[src/rtl/mem_ctrl.sv]
// Byte-wide RAM/IO bus sequencer serving instruction fetches and LSB loads/stores.
// Requests are latched as pending. The LSB port has priority whenever the bus is idle.
module mem_ctrl #(
    parameter int         ADDR_W = 32,
    parameter int         DATA_W = 32,
    parameter logic [1:0] IO_SEL = 2'b11
) (
    input  logic              clk,
    input  logic              rst,
    input  logic              rdy,
    input  logic              start_sign_from_if,
    input  logic [ADDR_W-1:0] pc_from_if,
    output logic              finish_sign_to_if,
    output logic [DATA_W-1:0] inst_to_if,
    input  logic              start_sign_from_lsb,
    input  logic              wr_sign_from_lsb,
    input  logic [ADDR_W-1:0] addr_from_lsb,
    input  logic [1:0]        size_from_lsb,
    input  logic [DATA_W-1:0] data_from_lsb,
    output logic              finish_sign_to_lsb,
    output logic [DATA_W-1:0] data_to_lsb,
    input  logic              rollback_sign_from_ROB,
    input  logic [7:0]        mem_din,
    output logic [7:0]        mem_dout,
    output logic [ADDR_W-1:0] mem_a,
    output logic              mem_wr,
    input  logic              io_buffer_full
);

    typedef enum logic [1:0] {IDLE, IF_READ, LSB_READ, LSB_WRITE} state_t;

    state_t              state;
    logic                pending_if;
    logic [ADDR_W-1:0]   pc_pend;
    logic                pending_lsb;
    logic                pend_wr;
    logic [ADDR_W-1:0]   pend_addr;
    logic [1:0]          pend_size;
    logic [DATA_W-1:0]   pend_data;
    logic [ADDR_W-1:0]   op_addr;
    logic [DATA_W-1:0]   op_data;
    logic [2:0]          n_bytes;
    logic [2:0]          step;
    logic [DATA_W-1:0]   rd_buf;
    logic [DATA_W-1:0]   buf_next;
    logic [1:0]          lane;
    logic                mem_wr_q;
    logic                rollback;

    assign rollback = rollback_sign_from_ROB;
    assign mem_wr   = mem_wr_q & rdy;

    function automatic logic [2:0] size_to_n(input logic [1:0] size);
        case (size)
            2'd0:    size_to_n = 3'd1;
            2'd1:    size_to_n = 3'd2;
            default: size_to_n = 3'd4;
        endcase
    endfunction

    function automatic logic io_stall(input logic [ADDR_W-1:0] addr, input logic full);
        io_stall = (addr[17:16] == IO_SEL) && full;
    endfunction

    // Byte arriving on mem_din belongs to the address issued two edges earlier.
    always_comb begin
        lane     = step[1:0] - 2'd2;
        buf_next = rd_buf;
        buf_next[{lane, 3'b000} +: 8] = mem_din;
    end

    always_ff @(posedge clk) begin
        if (rst) begin
            state              <= IDLE;
            pending_if         <= 1'b0;
            pc_pend            <= '0;
            pending_lsb        <= 1'b0;
            pend_wr            <= 1'b0;
            pend_addr          <= '0;
            pend_size          <= '0;
            pend_data          <= '0;
            op_addr            <= '0;
            op_data            <= '0;
            n_bytes            <= '0;
            step               <= '0;
            rd_buf             <= '0;
            mem_wr_q           <= 1'b0;
            mem_a              <= '0;
            mem_dout           <= '0;
            finish_sign_to_if  <= 1'b0;
            finish_sign_to_lsb <= 1'b0;
            inst_to_if         <= '0;
            data_to_lsb        <= '0;
        end else if (rdy) begin
            finish_sign_to_if  <= 1'b0;
            finish_sign_to_lsb <= 1'b0;
            case (state)
                IDLE: begin
                    if (pending_lsb && !(rollback && !pend_wr)) begin
                        pending_lsb <= 1'b0;
                        op_data     <= pend_data;
                        n_bytes     <= size_to_n(pend_size);
                        rd_buf      <= '0;
                        if (pend_wr) begin
                            state <= LSB_WRITE;
                            if (io_stall(pend_addr, io_buffer_full)) begin
                                mem_wr_q <= 1'b0;
                                op_addr  <= pend_addr;
                                step     <= 3'd0;
                            end else begin
                                mem_a    <= pend_addr;
                                mem_dout <= pend_data[7:0];
                                mem_wr_q <= 1'b1;
                                op_addr  <= pend_addr + ADDR_W'(1);
                                step     <= 3'd1;
                            end
                        end else begin
                            state <= LSB_READ;
                            mem_a <= pend_addr;
                            step  <= 3'd1;
                        end
                    end else if (pending_if && !rollback) begin
                        pending_if <= 1'b0;
                        state      <= IF_READ;
                        mem_a      <= pc_pend;
                        n_bytes    <= 3'd4;
                        rd_buf     <= '0;
                        step       <= 3'd1;
                    end
                end
                IF_READ, LSB_READ: begin
                    if (rollback) begin
                        state <= IDLE;
                    end else begin
                        if (step < n_bytes) mem_a <= mem_a + ADDR_W'(1);
                        if (step >= 3'd2) rd_buf <= buf_next;
                        if (step == n_bytes + 3'd1) begin
                            state <= IDLE;
                            if (state == IF_READ) begin
                                inst_to_if        <= buf_next;
                                finish_sign_to_if <= 1'b1;
                            end else begin
                                data_to_lsb        <= buf_next;
                                finish_sign_to_lsb <= 1'b1;
                            end
                        end
                        step <= step + 3'd1;
                    end
                end
                LSB_WRITE: begin
                    if (step == n_bytes) begin
                        mem_wr_q           <= 1'b0;
                        finish_sign_to_lsb <= 1'b1;
                        state              <= IDLE;
                    end else if (io_stall(op_addr, io_buffer_full)) begin
                        mem_wr_q <= 1'b0;
                    end else begin
                        mem_a    <= op_addr;
                        mem_dout <= op_data[{step[1:0], 3'b000} +: 8];
                        mem_wr_q <= 1'b1;
                        op_addr  <= op_addr + ADDR_W'(1);
                        step     <= step + 3'd1;
                    end
                end
                default: state <= IDLE;
            endcase

            // Rollback kills speculative fetches/loads; committed stores survive.
            if (rollback) begin
                pending_if <= 1'b0;
                if (!pend_wr) pending_lsb <= 1'b0;
            end
            if (start_sign_from_if && !rollback) begin
                pending_if <= 1'b1;
                pc_pend    <= pc_from_if;
            end
            if (start_sign_from_lsb && !(rollback && !wr_sign_from_lsb)) begin
                pending_lsb <= 1'b1;
                pend_wr     <= wr_sign_from_lsb;
                pend_addr   <= addr_from_lsb;
                pend_size   <= size_from_lsb;
                pend_data   <= data_from_lsb;
            end
        end
    end

endmodule

[config.mk]
export PLATFORM = sky130hd
export DESIGN_NAME = mem_ctrl
export DESIGN_NICKNAME = d
export VERILOG_FILES = /design/src/rtl/mem_ctrl.sv
export SDC_FILE = /design/constraint.sdc
export NUM_CORES = 1
export LEC_CHECK = 0
export ABC_AREA = 0
export CORE_UTILIZATION = 49
export CTS_CLUSTER_DIAMETER = 200
export CTS_CLUSTER_SIZE = 20
export DETAILED_ROUTE_END_ITERATION = 6
export GPL_TIMING_DRIVEN = 0
export PLACE_DENSITY = 0.83
export SLEW_MARGIN = 25
export SYNTH_ARGS = -nofsm -noshare
export SYNTH_HDL_FRONTEND = slang
export SYNTH_SLANG_ARGS = --single-unit
[constraint.sdc]
create_clock -name clk -period 2.6 [get_ports clk]
set_input_delay 0.39 -clock clk [delete_from_list [all_inputs] [get_ports clk]]
set_output_delay 0.39 -clock clk [all_outputs]
set_load 0.02 [all_outputs]
# After elaboration in Yosys (flattened, before gate mapping)
# Cells that the tools add are included.
[classes]
n_reduce_logical = 35
order_cmp = 2
n_shift = 3
addsub = 7
n_eq_ne = 21
n_bitwise = 3
n_mux = 70
[ops]
columns = ["op", "count"]
rows = [
  ["2-to-1 mux 32 bit", 17],
  ["case mux 32 bit (2 select lines)", 2],
  ["adder 32 x 1 -> 32 bit, second input constant", 3],
  ["case mux 32 bit (3 select lines)", 1],
  ["2-to-1 mux 8 bit", 5],
  ["bitwise mux 32 bit", 1],
  ["variable shift 8 x 7 -> 32 bit, first input constant", 1],
  ["indexed part select 32 x 6 -> 8 bit", 1],
  ["indexed part select 8 x 7 -> 32 bit", 1],
  ["2-to-1 mux 1 bit", 25],
  ["2-to-1 mux 3 bit", 8],
  ["AND reduction 5 bit", 4],
  ["!= test 2 bit, second input constant", 9],
  ["case mux 8 bit (2 select lines)", 1],
  ["AND reduction 7 bit", 2],
  ["AND reduction 4 bit", 3],
  ["2-to-1 mux 2 bit", 5],
  ["case mux 3 bit (3 select lines)", 1],
  ["equality test 2 bit, second input constant", 4],
  ["logical AND 1 bit", 8],
  ["negation 5 -> 7 bit", 1],
  ["adder 3 x 1 -> 3 bit, second input constant", 2],
  ["equality test 3 bit", 2],
  ["!= test 3 bit, second input constant", 2],
  ["19 further kinds", 32],
]
[totals]
output_inout_bits = 107
wordCells = 161
register_bits = 312

# Longest topological paths before layout
# Gate-level depths: netlist (run 1).
[depth]
word_depth = 9
mapped_depth = 12

# Worst setup path after synthesis (run 1)
# OpenSTA, ideal clock, no wires.
[synth_timing]
path_kind = "register to register"
start = "register step[1]"
end = "register rd_buf[10]"
path_stages_with_launch = 8
t_arrival_ns = 2.403
period_less_slack_ns = 2.473
required_time_ns = 2.530
setup_ns = 0.070
path_buffers = 1
slack_ns = 0.127
cell_sequence = "dfxtp_1 > buf_1 > inv_1 > ha_1 > nor3_1 > a21oi_1 > or3_1 > a21oi_1"
[synth_via]
elab_chain_len = 7
word_cells_on_any_way = 11
[synth_lines]
columns = ["item", "line_no", "text"]
rows = [
  ["start: declaration", "43", "logic [2:0] step;"],
  ["start signal: assignment", "147", "step <= step + 3'd1;"],
  ["start signal: assignment", "162", "step <= step + 3'd1;"],
  ["subtractor 2 bit", "67", "lane = step[1:0] - 2'd2;"],
  ["negation 5 -> 7 bit", "69", "buf_next[{lane, 3'b000} +: 8] = mem_din;"],
  ["indexed part select 8 x 7 -> 32 bit or variable shift 8 x 7 -> 32 bit (tied branches)", "69", ""],
  ["bitwise mux 32 bit", "69", ""],
  ["2-to-1 mux 32 bit", "136", "if (step >= 3'd2) rd_buf <= buf_next;"],
  ["2-to-1 mux 32 bit", "132", "if (rollback) begin"],
  ["case mux 32 bit (2 select lines)", "97", "case (state)"],
  ["end signal: assignment", "136", ""],
  ["end: declaration", "44", "logic [DATA_W-1:0] rd_buf;"],
]
# Parallel ways exist; a longest one is shown, timed or not. The select of a mux whose other input is x is not followed.
# A chain may end at the register's enable or synchronous reset.

# Worst setup path in the final report (run 1)
[layout_timing]
start = "register step[0]"
end = "register op_addr[28]"
[layout_via]
elab_chain_len = 3
[layout_lines]
columns = ["item", "line_no", "text"]
rows = [
  ["equality test 3 bit", "151", "if (step == n_bytes) begin"],
  ["!= test 2 bit (no line)", "--", ""],
  ["AND reduction 6 bit (no line)", "--", ""],
  ["end signal: assignment", "108", "op_addr <= pend_addr;"],
  ["end signal: assignment", "114", "op_addr <= pend_addr + ADDR_W'(1);"],
  ["end signal: assignment", "161", "op_addr <= op_addr + ADDR_W'(1);"],
  ["end: declaration", "40", "logic [ADDR_W-1:0] op_addr;"],
]
# No other way between the ends.

==> results of run 1 <==
## where the power goes
part           internal, W  switching (W)  leakage [nW]
clock network      0.00132        0.00166         0.243
logic             0.000420       0.000646          3.21
registers          0.00486      0.0000990          2.52
## cell usage in the layout, fill, tap and decap left out, types with 29 or more instances in the layout
cell type,instances
or3_1,37
nor2b_1,34
clkbuf_1,83
nand3_1,74
a211oi_1,74
xnor2_1,42
dfxtp_1,309
a21oi_1,262
nor3_1,35
nor2_1,117
nand4_1,29
nand2_1,454
clkdlybuf4s50_1,217
o21ai_0,58
## kinds of logic after synthesis
group | Yosys count | share of synthesized area, %
AOI/OAI and AO/OA | 492 | 19.8
buffers and inverters | 159 | 4.26
adders and majority gates | 17 | 1.43
DFF | 312 | 42.1
and+or+nand+nor | 857 | 26.4
muxes | 36 | 3.12
xor gates and xnor gates | 50 | 2.95
## metal layers
metal  vias to the layer above  routed length, um
met5                         -                  0
met4                         0               1380
met3                       102               5830
met2                       883              22400
met1                      7183              21200
li1                       7229                  -
## worst paths after layout
| path | to | slack, ns |
|---|---|---|
| worst max-delay path | op_addr[28]$_SDFFE_PP0P_ | 0.03 |
| worst min-delay path | pend_wr$_SDFFE_PP0P_ | 0.29 |
| worst max register to register | op_addr[28]$_SDFFE_PP0P_ | 0.03 |
| worst min register to register | rd_buf[9]$_SDFFE_PP0P_ | 0.45 |
## per-stage QoR
stage / power [W] / instances / setup slack (ns)
after global placement: 0.00602 / 2531 / -0.515
after global routing: 0.00928 / 2573 / -0.0267
after CTS: 0.00896 / 2560 / -0.0236
final: 0.00901 / 2574 / 0.0337
after detailed placement: 0.00604 / 2531 / -0.582
after floorplan: 0.00557 / 1923 / 0.127
## worst max-delay path, delay by kind of cell, from the launching register on
| kind | cells | cell delay, ns |
|---|---|---|
| adders and majority gates | 1 | 0.31 |
| and+or+nand+nor | 3 | 0.75 |
| DFF | 1 | 0.39 |
| AOI/OAI and AO/OA | 2 | 0.34 |
| buffers and inverters | 4 | 0.68 |
## registers in the layout, indices dropped and copies added (netlist names), 2 cells and up
signal and flops:
mem_dout 8, rd_buf 32, step 3, data_to_lsb 32, op_data 32, pend_data 32
inst_to_if 32, op_addr 32, n_bytes 3, pend_size 2, state 2, mem_a 32
pend_addr 32, pc_pend 32
## timing repair
action	CTS	global route
pin swaps	4	5
resized for setup	38	40
hold buffers	0	0
endpoints found under the setup margin	166	184
buffers inserted	9	13
## area by class of cell
type | count | area, um^2 | area share [%]
antenna | 2 | 5.00 | 0.0272
clock buffer | 19 | 475 | 2.59
inverter | 22 | 86.3 | 0.470
sequential | 312 | 6250 | 34.0
timing repair buffer | 240 | 2360 | 12.9
clock inverter | 2 | 17.5 | 0.0954
buffer | 135 | 594 | 3.24
multi-input combinational | 1452 | 8090 | 44.0
tap | 390 | 488 | 2.66
==> results.py, run 1 <==
metrics = {
    "synth": {
        "netlist_top_cells_area": "dfxtp_1 (42%), nand2_1 (11%), a21oi_1 (8.9%)",
        "synth-seq-area-share_pct": 42.1,
        "synth_top_flop_cell": "dfxtp_1",
        "avgSynthCellArea_um2": 7.72,
        "yosys_warnings": 0,
        "ys_async_sr_fraction_pct": 0,
        "synth_top_cell_by_area": "dfxtp_1",
        "synth_commonest_cells": "nand2_1 (454), dfxtp_1 (312), a21oi_1 (263)",
        "yosys_register_bits": 312,
        "yosysTopAreaCellShare_pct": 42.1,
        "synth_nets": 2054,
        "syn_inst": 1923,
        "yosysUniqueCellTypes": 71,
        "synth.most_common_cell": "nand2_1",
        "synth_edf_count": 0,
        "syn-cell-area_um2": 14800,
    },
    "global_route": {
        "grt_pass1_wl_um": 77900,
        "grt_overflow_total": 0,
        "use_met3_pct": 5.77,
        "antenna_found_initial": 1,
        "groute.usage.overall_pct": 31.9,
        "grt_util_met2_pct": 49.1,
        "gr-max-usage-layer": "met2",
        "globalRouteMet1Util_pct": 45.3,
        "grt_pass1_vias": 14000,
        "grt_max_degree": 21,
    },
    "detailed_routing": {
        "first_pass_iters": 7,
        "routed_wl_um": 50900,
        "detailedRoute.firstIterationViolations": 2032,
        "drc": 1,
        "via_count": 15400,
        "wl_per_cell_um": 19.8,
        "ant_nets": 0,
        "route.detailed.vias_per_inst": 5.98,
    },
    "sta": {
        "drv_slew": 0,
        "setup_viol": 0,
        "fin_crit_sh_pct": 98.7,
        "setup-tns-final_ns": 0,
        "slew_headroom_pct": 39.6,
        "hold_viol": 0,
        "fin_skew_ns": 0.0233,
        "worst_pin_slew_ns": 0.906,
        "fmax_mhz": 390,
        "rsz0062_at_grt": "true",
        "post-route-min-period_ns": 2.57,
        "fin_hold_ws_ns": 0.293,
    },
    "run": {
        "drv_cap": 0,
    },
    "clock_network": {
        "cts_tree": "yes",
        "h-tree-depth": 1,
        "clock_latency_ns": 0.55,
        "cts.sinks": 312,
        "clock_path_buffers": 3,
        "clkTransAtPathRegs_ns": 0.09,
        "cts_root_buffer": "clkbuf_16",
        "cts-buffers-inserted": 19,
    },
    "worst_setup_path": {
        "cpPeakStageDelay_ns": 0.39,
        "cp-startpoint": "step[0]$_SDFFE_PP0P_",
        "crit_slowest_cell": "dfxtp_4",
        "critPathArrivalTime_ns": 3.01,
        "critPathLaunchType": "register",
        "crit_top_cell": "buf_4",
        "worst-path-max-fanout": 10,
        "reg2reg_depth": 10,
        "r2r_start": "step[0]$_SDFFE_PP0P_",
        "crit_chain": "clkinvlp_4 > ha_1 > and3_2 > o21ai_4 > buf_4 > buf_4 > and2_1 > clkbuf_4 > o21ai_0 > nor4b_1",
        "end_kind": "register",
        "crit_type": "reg -> reg",
        "crit_required_ns": 3.04,
    },
    "placed_design": {
        "port_buffers": 218,
        "gp_congestion": 0.978,
        "place_hpwl_um": 38100,
        "place_area_um2": 17500,
    },
    "die": {
        "die_y_um": 176,
        "die_area_um2": 31000,
        "die_w_um": 176,
        "core_um2": 29700,
        "num_io_pins": 221,
        "initial_core_util_pct": 49.9,
        "num_rows": 63,
    },
    "worst_hold_path": {
        "hold_class": "in -> reg",
        "hp-start": "rollback_sign_from_ROB",
        "holdPathStages": 3,
    },
    "power": {
        "ir_worst_vdd_mv": 0.422,
        "power_density_nw_per_um2": 490,
        "power.leakage_nw": 5.97,
    },
    "status": {
        "violations": "DRC",
        "status": "finished with violations",
    },
    "finish": {
        "drive_above_1_share_pct": 6.51,
        "post-route-cell-area_um2": 18400,
        "fin_util_pct": 61.8,
        "nets": 2313,
        "syn2layout_area_growth_pct": 23.8,
        "fill_cells": 2646,
    },
}
Power figures use the tool's default switching activity.
==> inputs of run 2 (changes only) <==
--- a/config.mk
+++ b/config.mk
@@ -12,7 +12,6 @@
 export DETAILED_ROUTE_END_ITERATION = 6
 export GPL_TIMING_DRIVEN = 0
 export PLACE_DENSITY = 0.83
-export SLEW_MARGIN = 25
 export SYNTH_ARGS = -nofsm -noshare
 export SYNTH_HDL_FRONTEND = slang
 export SYNTH_SLANG_ARGS = --single-unit
==> results of run 2 <==
Same layout as run 1: the final DEF is identical, and so are final timing and power.
==> inputs of run 3 (changes only) <==
--- a/config.mk
+++ b/config.mk
@@ -6,12 +6,12 @@
 export NUM_CORES = 1
 export LEC_CHECK = 0
 export ABC_AREA = 0
-export CORE_UTILIZATION = 49
+export CORE_UTILIZATION = 55
 export CTS_CLUSTER_DIAMETER = 200
 export CTS_CLUSTER_SIZE = 20
 export DETAILED_ROUTE_END_ITERATION = 6
 export GPL_TIMING_DRIVEN = 0
-export PLACE_DENSITY = 0.83
+export PLACE_DENSITY = 0.88
 export SYNTH_ARGS = -nofsm -noshare
 export SYNTH_HDL_FRONTEND = slang
 export SYNTH_SLANG_ARGS = --single-unit
==> constraint.sdc (replaced) <==
create_clock -name clk -period 2.8 [get_ports clk]
set_input_delay 0.42 -clock clk [delete_from_list [all_inputs] [get_ports clk]]
set_output_delay 0.42 -clock clk [all_outputs]
set_load 0.02 [all_outputs]
==> run 3 against run 2 <==
Effect of this change: the flow still finishes with violations (DRC); clock power down 8.7%; highest routed layer unchanged; first-iteration DRC count down 6.7%; via count up 0.97%; wire length down 1.0%; global-route usage up 3.6 points; die area down 11%; critical path depth down 4; worst hold slack better by 0.067 ns; maximum frequency down 7.6%.
==> results.py, run 3 (same netlist as run 1, synthesis figures left out) <==
metrics = {
    "status": {
        "status": "finished with violations",
        "violations": "DRC",
    },
    "finish": {
        "fill_cells": 2144,
        "drive_above_1_share_pct": 5.03,
        "syn2layout_area_growth_pct": 21.8,
        "post-route-cell-area_um2": 18100,
        "layout.area.seq_um2": 6250,
        "antenna_cells": 0,
        "multi_input_area_um2": 8030,
        "nets": 2299,
        "fin_util_pct": 68.8,
        "mostFrequentLayoutCells": "nand2_1 (454), dfxtp_1 (310), a21oi_1 (262)",
        "layout.cells.most_common": "nand2_1",
        "instances_no_fill": 2503,
    },
    "clock_network": {
        "cts-buffers-inserted": 19,
        "cts.sinks": 312,
        "clock_latency_ns": 0.53,
        "clock_path_buffers": 3,
        "h-tree-depth": 1,
        "cts_root_buffer": "clkbuf_16",
        "clkTransAtPathRegs_ns": 0.09,
        "cts_tree": "yes",
    },
    "power": {
        "power_w": 0.00828,
        "power_density_nw_per_um2": 458,
        "power.leakage_nw": 5.86,
        "ir_worst_vdd_mv": 0.354,
    },
    "placed_design": {
        "place_area_um2": 17400,
        "place_hpwl_um": 38000,
        "port_buffers": 218,
        "gp_congestion": 1.01,
        "numPlacedInstances": 2476,
    },
    "detailed_routing": {
        "route.detailed.vias_per_inst": 6.21,
        "routed_wl_um": 50400,
        "detailedRoute.firstIterationViolations": 1896,
        "via_count": 15500,
        "ant_nets": 0,
        "drc": 20,
        "wl_per_cell_um": 20.1,
        "first_pass_iters": 7,
    },
    "worst_setup_path": {
        "crit_buf_inv": 3,
        "crit_required_ns": 3.24,
        "crit_family": "buffers and inverters",
        "crit_slowest_cell": "buf_1",
        "crit_type": "reg -> reg",
        "critPathArrivalTime_ns": 3.22,
        "end_kind": "register",
        "worst-path-max-fanout": 10,
        "critPathLaunchType": "register",
        "crit_chain": "ha_1 > clkbuf_2 > clkbuf_1 > buf_1 > nand2_1 > a311oi_2",
        "cpPeakStageDelay_ns": 0.53,
    },
    "worst_hold_path": {
        "hold_class": "in -> reg",
    },
    "die": {
        "initial_core_util_pct": 56.5,
        "die_y_um": 166,
        "die_area_um2": 27600,
        "num_io_pins": 221,
        "die_w_um": 166,
        "num_rows": 59,
        "core_um2": 26300,
    },
    "sta": {
        "fin_hold_ws_ns": 0.360,
        "fin_skew_ns": 0.0179,
        "fmax_mhz": 360,
        "post-route-min-period_ns": 2.78,
        "fin_crit_sh_pct": 99.2,
        "setup_viol": 0,
        "drv_slew": 0,
        "slew_headroom_pct": 40.0,
        "worst_pin_slew_ns": 0.900,
        "hold_viol": 0,
    },
    "global_route": {
        "grt_pass1_vias": 14300,
        "grt_max_degree": 21,
        "antenna_found_initial": 0,
        "grt_overflow_total": 0,
        "grt_pass1_wl_um": 78600,
        "groute.usage.overall_pct": 35.5,
    },
    "run": {
        "drv_cap": 0,
    },
}
run 3: cell types whose count changed in the layout (fill, tap and decap cells not counted), sizes merged:
cell	before	now
diode	2	0
buf	53	36
clkbuf	123	126
clkdlybuf4s50	217	218
dlymetal6s2s	1	0
run 3: power by group:
part	switching (W)	internal [W]
Clock	0.00149	0.00123
Sequential	0.0000937	0.00452
Combinational	0.000588	0.000364
run 3: final cells by class:
| class | instances | area share (%) |
|---|---|---|
| Multi-Input combinational cell | 1452 | 44.4 |
| Tap cell | 335 | 2.32 |
| Inverter | 22 | 0.478 |
| Clock inverter | 2 | 0.0969 |
| Buffer | 137 | 3.16 |
| Clock buffer | 19 | 2.63 |
| Sequential cell | 312 | 34.6 |
| Timing Repair Buffer | 224 | 12.3 |
run 3: final timing paths:
kind                           start                       to  slack [ns]  cells after the start
max            state[0]$_SDFFE_PP0P_   mem_a[27]$_SDFFE_PP0P_        0.02                      6
min reg2reg  rd_buf[30]$_SDFFE_PP0P_  rd_buf[30]$_SDFFE_PP0P_        0.45                      2
min           rollback_sign_from_ROB     pend_wr$_SDFFE_PP0P_        0.36                      3
max reg2reg    state[0]$_SDFFE_PP0P_   mem_a[27]$_SDFFE_PP0P_        0.02                      6
run 3: layer usage:
layer	vias to the layer above	GRT usage, %	routed length (um)
met5	-	0	0
met4	0	11.0	1350
met3	101	6.36	5930
met2	946	55.0	22100
met1	7292	50.2	21000
li1	7207	-	-
run 3: metrics by stage:
stage	setup WS, ns	TNS, ns
2_1_floorplan	0.327	0
3_3_place_gp	-0.382	-17.40
3_5_place_dp	-0.431	-22.58
4_1_cts	0.00146	0
5_1_grt	-0.00974	-0.0216
6_report	0.0223	0
run 3: what timing repair did:
action	in CTS	in global routing
setup buffers	2	4
resized for setup	15	26
endpoints found under the setup margin	147	83
endpoints found under the hold margin	0	0
hold buffers	0	0
pin swaps	1	1
run 3: tightest hold or removal path: stages:
cell     delay [ns]
buf_2          0.16
o21ai_0        0.19
a21oi_1        0.07
==> variant (flow settings as in run 1) <==
Make the reset (`rst`) asynchronous in one clocked block.
--- a/src/rtl/mem_ctrl.sv
+++ b/src/rtl/mem_ctrl.sv
@@ -71,3 +71,3 @@
 
-    always_ff @(posedge clk) begin
+    always_ff @(posedge clk or posedge rst) begin
         if (rst) begin
Check against the original RTL: not settled (the Yosys comparison gave no result); the edit may change what the design does.
==> variant against run 1 <==
  * The flow finishes with violations (DRC, setup timing)
  * Routed wire length down 4.6%
  * Setup slack worse by 0.19 ns
  * Count of clock-buffer cells in the layout unchanged
  * Cell area up 4.2%
  * Cell count down 17%
  * Sequential share of layout area is 6.8 points higher
  * Sequential cell count did not move
  * Synthesized area increased by 4.3%
  * Largest cell class is now flip-flops and latches
Power is not compared: it rests on default switching activity, and its combinational part moved more than twofold at a synthesized area within 25%.
==> variant: results (changes against run 1) <==
stage;metric;value;unit;change
outcome;status;finished, violations left;;
outcome;failing checks;DRC, setup timing;;
sta;Least-Margin Pin Slew;0.817;ns;-0.0884 ns
pwr;sequential group share of total power;39.7;%;
worst_setup_path;Crit Path Max Fanout;8;;-2
cells_and_area;number of nets in the layout;1878;;-19%
drt;1st-pass router iterations;7;;unchanged
grt;met3 Use GR;5.57;%;-0.20 points
drt;WL met3;4800;um;-18%
clock_tree;worst-case clock buffer depth;3;;unchanged
drt;DRC violation total after the first TritonRoute iteration;1478;;-27%
pwr;leakage power total;7.92;nW;
cells_and_area;ratio of cells with drive above 1 in the final layout;15.4;%;+8.9 points
drt;via total after detailed routing;13370;;-13%
grt;met2 GRT Util;44.7;%;-4.4 points
pwr;clock network fraction of design power;14.8;%;
logic_synthesis;number of unique standard cell types used by synthesis;77;;+8.5%
pwr;fraction of power spent switching nets;41.7;%;
grt;All-Layer GR Usage;29.6;%;-2.4 points
placed_design;Worst Setup Slack post-DPL;-0.665;ns;-0.0835 ns
drt;Remaining DRCs;17;;+16
logic_synthesis;number of nets in the synthesized netlist;1619;;-21%
sta;Final Setup Violations;25;;+25
clock_tree;CTS Root Buffer Type;clkbuf_16;;
logic_synthesis;top post-synthesis cells by count;312 x dfrtp_1, 147 x a21oi_1, 147 x nand2_1;;
drt;highest metal layer with signal wires;met4;;
worst_hold_path;class of the most critical hold timing path;input port to async pin;;
grt;vias in the first global route;12893;;-8.0%
clock_tree;Reg clk slew, reported paths;0.09;ns;about the same
clock_tree;clock latency on the worst-skew pair;0.54;ns;
drt;post-detailed-routing wire length;48500;um;-4.6%
sta;Final Worst Setup Slack;-0.152;ns;-0.186 ns
placed_design;half-perimeter wire length after placement;36000;um;-5.6%
pwr;maximum vdd ir drop;0.510;mV;
logic_synthesis;Yosys warning total;0;;unchanged
clock_tree;number of levels in the clock H-tree;1;;unchanged
placed_design;Port Buffer Count;211;;-3.2%
cells_and_area;final-layout fill cell count;2500;;-5.5%
grt;Most Used Layer, Global Route;met2;;
placed_design;final estimated routing congestion in global placement;0.957;;-2.1%
logic_synthesis;Synth async-reset ratio;100;%;+100 points
drt;DR WL met2;21700;um;-3.1%
grt;met1 routing resource usage after global routing;43.2;%;-2.1 points
clock_tree;cts bufs inserted;19;;unchanged
drt;total routed wire length on the met1 layer;20700;um;-2.6%
logic_synthesis;cell types occupying the most area after synthesis;dfrtp_1 50%, mux2_2 9.6%, a21oi_1 4.8%, nand2_1 3.6%, nor2_1 2.6%;;
grt;wire length of the first global-routing pass;74700;um;-4.1%
sta;clock skew;0.0341;ns;+0.0108 ns
logic_synthesis;sequential-to-total area share from yosys stat;50.4;%;+8.3 points
grt;initial antenna violation count;3;;+2
grt;maximum number of pins on one net before global-route repair;34;;+62%
-- variant: changes by cell type after synthesis, sizes merged, moves of 19 or more --
cell / run 1 / this run
dfrtp: 0 / 312
or3: 37 / 5
a21oi: 263 / 147
mux2: 2 / 132
a211oi: 74 / 7
nor3: 41 / 22
dfxtp: 312 / 0
nand3: 77 / 52
xnor2: 42 / 18
nand2: 454 / 147
a22o: 0 / 43
clkbuf: 106 / 49
-- variant: final timing paths --
kind                                           from                          end  slack (ns)  cells after the start
setup / recovery               state[0]$_DFFE_PP0P_        rd_buf[2]$_DFFE_PP0P_       -0.15                      9
hold / removal                                  rst  data_to_lsb[20]$_DFFE_PP0P_        0.24                      2
setup reg to reg               state[0]$_DFFE_PP0P_        rd_buf[2]$_DFFE_PP0P_       -0.15                      9
hold reg to reg            pend_size[1]$_DFFE_PP0P_       n_bytes[0]$_DFFE_PP0P_        0.48                      1
max in group asynchronous                       rst       op_data[2]$_DFFE_PP0P_        1.19                      6
min in group clk                         mem_din[6]        rd_buf[6]$_DFFE_PP0P_        0.41                      2
-- variant: cells by family after synthesis --
| group | count (synthesis) | synth area share (%) |
|---|---|---|
| simple gates | 462 | 14.8 |
| flops | 312 | 50.4 |
| xor+xnor | 38 | 2.25 |
| compound gates | 390 | 16.4 |
| fa+ha+maj | 17 | 1.37 |
| buf+inv | 116 | 3.15 |
| mux | 153 | 11.6 |
-- variant: cell type report --
| class | count | area (sq um) | share of cell area, % |
|---|---|---|---|
| timing repair buffer | 239 | 2470 | 12.9 |
| buffer | 91 | 449 | 2.35 |
| inverter | 24 | 96.3 | 0.503 |
| clock buffer | 19 | 475 | 2.48 |
| sequential | 312 | 7810 | 40.8 |
| antenna | 3 | 7.51 | 0.0392 |
| multi-input combinational | 1060 | 7320 | 38.2 |
| tap | 396 | 495 | 2.59 |
| clock inverter | 2 | 17.5 | 0.0915 |
-- variant: stage by stage --
| step | TNS, ns | instances | total power, W | cell area (sq um) |
|---|---|---|---|---|
| floorplan | -606.81 | 1488 | 0.0129 | 15500 |
| global placement | -1290.58 | 2095 | 0.0161 | 18100 |
| detailed placement | -59.44 | 2106 | 0.0165 | 18300 |
| CTS | 0 | 2132 | 0.0195 | 18900 |
| global route | -7.75 | 2146 | 0.0210 | 19100 |
| finish | -1.62 | 2146 | 0.0200 | 19100 |
-- variant: critical path, stage by stage (launching register included) --
cell     delay [ns]
dfrtp_1        0.41
inv_1          0.09
ha_1           0.48
inv_2          0.16
nor2_1         0.21
o31ai_1        0.12
or2_1          0.21
buf_2          0.19
o21ai_1        0.56
a22o_1         0.27
-- variant: repair_timing --
| item | in CTS | in global routing |
|---|---|---|
| endpoints found under the setup margin | 150 | 142 |
| resized for setup | 21 | 40 |
| pin swaps | 2 | 3 |
| setup buffers | 5 | 12 |
